===== src/rtl/mux2_pkg.sv =====
// Shared constants and reference helpers for the mux2 block family.
// The helpers work on MUX2_MAX_W-bit operands so benches and models can zero-extend any legal width.
package mux2_pkg;

    localparam int MUX2_DEFAULT_WIDTH = 4;
    localparam int MUX2_DEFAULT_CNT_W = 8;
    localparam int MUX2_MAX_W         = 64;

    // Two-source word select with ternary semantics (an unknown select merges agreeing bits).
    function automatic logic [MUX2_MAX_W-1:0] mux2_sel(
        input logic [MUX2_MAX_W-1:0] a,
        input logic [MUX2_MAX_W-1:0] b,
        input logic                  s
    );
        return s ? b : a;
    endfunction

    // XOR-reduction parity: 1 when the word holds an odd number of ones.
    function automatic logic mux2_even_par(input logic [MUX2_MAX_W-1:0] v);
        return ^v;
    endfunction

endpackage


===== src/rtl/mux2_if.sv =====
// Bus bundle for mux2_core: data inputs, select and the observed outputs.
// The y_par wire exists only when MUX2_PARITY_EN is defined.
interface mux2_if
    import mux2_pkg::*;
#(
    parameter int WIDTH = MUX2_DEFAULT_WIDTH,
    parameter int CNT_W = MUX2_DEFAULT_CNT_W
) ();

    logic [WIDTH-1:0] a;
    logic [WIDTH-1:0] b;
    logic             s;
    logic [WIDTH-1:0] y;
    logic [WIDTH-1:0] y_q;
    logic [CNT_W-1:0] sel_b_cnt;
`ifdef MUX2_PARITY_EN
    logic             y_par;
`endif

    modport master (
        output a, b, s,
`ifdef MUX2_PARITY_EN
        input  y_par,
`endif
        input  y, y_q, sel_b_cnt
    );

    modport slave (
        input  a, b, s,
`ifdef MUX2_PARITY_EN
        output y_par,
`endif
        output y, y_q, sel_b_cnt
    );

endinterface


===== src/rtl/mux2_core.sv =====
// Parameterised 2:1 word mux with a registered copy of the output and a saturating b-select counter.
// Optional build macro MUX2_PARITY_EN adds the combinational parity output y_par.
module mux2_core
    import mux2_pkg::*;
#(
    parameter int WIDTH = MUX2_DEFAULT_WIDTH,
    parameter int CNT_W = MUX2_DEFAULT_CNT_W
) (
    input logic  clk,
    input logic  rst_n,
    mux2_if.slave bus
);

    generate
        if (WIDTH < 1 || CNT_W < 1 || WIDTH > MUX2_MAX_W) begin : g_bad_cfg
            $error("mux2_core: WIDTH must be 1..64 and CNT_W must be >= 1");
        end
    endgenerate

    logic [WIDTH-1:0] y_q_r;
    logic [CNT_W-1:0] cnt_r;

    // The select itself: purely combinational, valid regardless of clock or reset.
    assign bus.y = bus.s ? bus.b : bus.a;

    // Registered copy of the selected word.
    always_ff @(posedge clk or negedge rst_n) begin
        if (!rst_n) begin
            y_q_r <= '0;
        end else begin
            y_q_r <= bus.y;
        end
    end

    // Count edges with s=1, holding at all-ones rather than wrapping.
    always_ff @(posedge clk or negedge rst_n) begin
        if (!rst_n) begin
            cnt_r <= '0;
        end else if (bus.s && (cnt_r != {CNT_W{1'b1}})) begin
            cnt_r <= cnt_r + CNT_W'(1);
        end else begin
            cnt_r <= cnt_r;
        end
    end

    assign bus.y_q       = y_q_r;
    assign bus.sel_b_cnt = cnt_r;

`ifdef MUX2_PARITY_EN
    logic [MUX2_MAX_W-1:0] y_ext_s;

    // Zero-extend y so the shared parity helper can be reused at any width.
    always_comb begin
        y_ext_s            = '0;
        y_ext_s[WIDTH-1:0] = bus.y;
    end

    assign bus.y_par = mux2_even_par(y_ext_s);
`endif

endmodule


===== src/flat_wrapper.sv =====
// flat-port wrapper written by rule: the top's interface ports become plain ports
module mux2_core_flat import mux2_pkg::*;
#(
    parameter int WIDTH = MUX2_DEFAULT_WIDTH,
    parameter int CNT_W = MUX2_DEFAULT_CNT_W
)
  (clk, rst_n, bus_a, bus_b, bus_s, bus_y, bus_y_q, bus_sel_b_cnt);
  mux2_if #(.WIDTH(WIDTH), .CNT_W(CNT_W)) bus_i ();
  input logic clk;
  input logic rst_n;
  input wire logic [$bits(bus_i.a)-1:0] bus_a;
  input wire logic [$bits(bus_i.b)-1:0] bus_b;
  input wire logic [$bits(bus_i.s)-1:0] bus_s;
  output wire logic [$bits(bus_i.y)-1:0] bus_y;
  output wire logic [$bits(bus_i.y_q)-1:0] bus_y_q;
  output wire logic [$bits(bus_i.sel_b_cnt)-1:0] bus_sel_b_cnt;
  assign bus_i.a = bus_a;
  assign bus_i.b = bus_b;
  assign bus_i.s = bus_s;
  assign bus_y = bus_i.y;
  assign bus_y_q = bus_i.y_q;
  assign bus_sel_b_cnt = bus_i.sel_b_cnt;
  mux2_core #(.WIDTH(WIDTH), .CNT_W(CNT_W)) u_core (.clk(clk), .rst_n(rst_n), .bus(bus_i));
endmodule

===== config.mk =====
export PLATFORM = sky130hd
export DESIGN_NAME = mux2_core_flat
export DESIGN_NICKNAME = d
export VERILOG_FILES = /design/src/rtl/mux2_pkg.sv /design/src/rtl/mux2_if.sv /design/src/rtl/mux2_core.sv /design/src/flat_wrapper.sv
export SDC_FILE = /design/constraint.sdc
export NUM_CORES = 1
export LEC_CHECK = 0
export ABC_AREA = 1
export CORE_MARGIN = 2
export CORE_UTILIZATION = 44
export CTS_BUF_LIST = sky130_fd_sc_hd__clkbuf_16
export DETAILED_ROUTE_END_ITERATION = 10
export GPL_TIMING_DRIVEN = 0
export PLACE_DENSITY = 0.88
export REMOVE_ABC_BUFFERS = 1
export SYNTH_ARGS = -nofsm -noshare
export SYNTH_HDL_FRONTEND = slang
export SYNTH_SLANG_ARGS = --single-unit

===== constraint.sdc =====
create_clock -name clk -period 2.6 [get_ports clk]
set_clock_uncertainty 0.1 [all_clocks]
set_input_delay 0.39 -clock clk [delete_from_list [all_inputs] [get_ports clk]]
set_output_delay 0.39 -clock clk [all_outputs]
set_load 0.05 [all_outputs]

==> impl_metrics.ini <==
[layout]
nets = 124
fillers = 109
area_growth_pct = 50.38
drive_above_1_share = 0.09091
antenna_cells = 0

[floorplan]
die_y_um = 42.46
die_w_um = 42.46
boundaryPins = 27
dieArea_um2 = 1802
initial_core_util = 0.4878
rows = 13
core_region_area_um2 = 1334

[timing]
rsz0062_at_grt = false
worstMarginPinSlew_ns = 0.5470
finalHoldViolCount = 0
min_period_over_period = 0.9398
setup_viol = 0
fin_tns_setup_ns = 0
fmax_mhz = 409.2
min_period_ns = 2.444
slew_violations = 0
hold_slack_ns = 0.3976
slew_headroom = 0.6342

[synthesis]
synth_top_family_by_area = simple AND/OR/NAND/NOR gates
ys_ff_latch = 12
synth_xor_area_frac = 0.01346
synth_area_um2 = 650.6
netlist.area_leader.share = 0.4615
synth_common_cells = 38 x nand2_1, 12 x dfrtp_1, 8 x inv_1, 7 x nand3_1
synth.most_common_cell = nand2_1
synthArstFlopShare = 1.000
ys_seq_area_frac = 0.4615
synth-compound-area-share = 0.01538
synth-main-ff-cell = dfrtp_1
yosys.area_share.adder = 0.01923
synth-simple-area-share = 0.4058
yosysWarnings = 0
synth_edf_count = 0
synthCells = 83
syn_area_per_cell_um2 = 7.839
ys_top_cells_by_area = dfrtp_1 46%, nand2_1 22%, nand3_1 5.4%
yosysUniqueCellTypes = 18
muxShareOfSynthArea = 0
yosysTopAreaCell = dfrtp_1

[clock_tree]
path_clk_slew_ns = 0.04
cts_sinks = 12
cts_buffers = 3
cts_hold_buf = 0
cts.repair.resized = 4
cts_tree = done
cts_max_level = 1
cts.path.max_buffers = 2
worstSkewPairLatency_ns = 0.24
cts-root-buf = clkbuf_16
cts_setup_buffers = 0

[detailed_routing]
vias = 650
drtAntennaViolNets = 0
drcViolationCount = 0
firstDrtPassIters = 5
drt_iter0_drc = 23
wl_mm = 1.636
viasPerCell = 5.200
wl_per_cell_um = 13.09

[grt]
antenna_found_initial = 0
gr-total-overflow = 0
grt_usage = 0.2023
grt_pass1_vias = 599
grt_start_max_net_pins = 13
grt_pass1_wl_mm = 2.656

[placement]
post-dp-hpwl_um = 990.2
gp_congestion = 0.7447
io_buffers = 26

[critical_path]
crit_path_end_kind = output pin
cp.arrival_ns = 1.95
critPathMaxFanout = 11
r2r_start = u_core.bus.sel_b_cnt[0]
rr_worst_depth = 6
crit_start = bus_s
crit_type = in2out
start_kind = input pin
required_ns = 2.11

[min_path]
hp-class = reg2reg
hold_depth = 2
hp-start = u_core.bus.sel_b_cnt[5]

[status]
outcome = finished clean

[pwr]
power_density_nw_per_um2 = 962.9
peakVddDrop_v = 0.0005567
p_leak_uw = 0.0004932

[run]
maxCapViolations = 0
## cells in the final DEF, fill, tap and decap left out
cell type and count:
nand2_2 1, dlygate4sd2_1 4, a21oi_1 1, nor2_4 2
clkbuf_16 3, nand3_1 7, dfrtp_1 12, nand3b_1 2
nand2_1 38, xor2_1 1, nor2_1 2, nand4_1 1
clkdlybuf4s50_1 22, inv_2 1, o21ai_1 1, ha_1 1
nand2_4 2, inv_1 8, nor2_2 1
## worst max-delay path, stage by stage
cell             delay [ns]
clkdlybuf4s50_1        0.65
inv_2                  0.21
nand2_1                0.07
nand2_1                0.08
dlygate4sd2_1          0.55
## final timing paths
kind | endpoint | slack [ns]
max reg2reg | u_core.bus.sel_b_cnt[0] | 1.13
min in group asynchronous | u_core.bus.sel_b_cnt[5] | 0.41
max | bus_y[1] | 0.16
min | u_core.bus.sel_b_cnt[5] | 0.40
max in group asynchronous | u_core.bus.y_q[1] | 1.63
min reg2reg | u_core.bus.sel_b_cnt[5] | 0.40
## power breakdown
part / switching (µW) / total, µW / internal, µW
sequential: 59.0 / 286 / 227
combinational: 252 / 380 / 128
clock: 75.8 / 276 / 200
total: 387 / 942 / 555
## sequential cells by signal (all words and copies together), names as in the netlist
register              flops
u_core.bus.sel_b_cnt      8
u_core.bus.y_q            4
## area by class of cell
| cell class | count | area [µm²] | area share |
|---|---|---|---|
| inverters | 9 | 33.78 | 0.03453 |
| clock buffers | 3 | 75.07 | 0.07673 |
| flip-flops and latches | 12 | 300.3 | 0.3069 |
| repair buffers | 26 | 255.2 | 0.2609 |
| multi-input cells | 60 | 295.3 | 0.3018 |
| well taps | 15 | 18.77 | 0.01918 |
## metal layers
layer	wire (µm)	GRT usage
met1	634	0.2267
met2	822	0.3323
met3	110	0.04310
met4	68	0.1500
met5	0	0
## kinds of logic after synthesis
logic type               count (synthesis)
AND/OR/NAND/NOR                         56
flip-flops                              12
buffers and inverters                   11
AO/OA/AOI/OAI                            2
XOR/XNOR                                 1
adder cells (fa/ha/maj)                  1
## per-stage QoR
step                      worst slack, ns  cell area (µm²)  power, µW    util  cells
final                              0.1564            978.4      942.1  0.7336    125
after global routing              0.09695            978.4      982.9  0.7336    125
after CTS                          0.1572            978.4      941.0  0.7336    125
after detailed placement         -0.08645            908.4      660.0  0.6811    122
after global placement           -0.06493            908.4      652.3  0.6811    122
after floorplan                    0.9420            629.4      527.4       -     81
(Power assumes the default switching activity.)
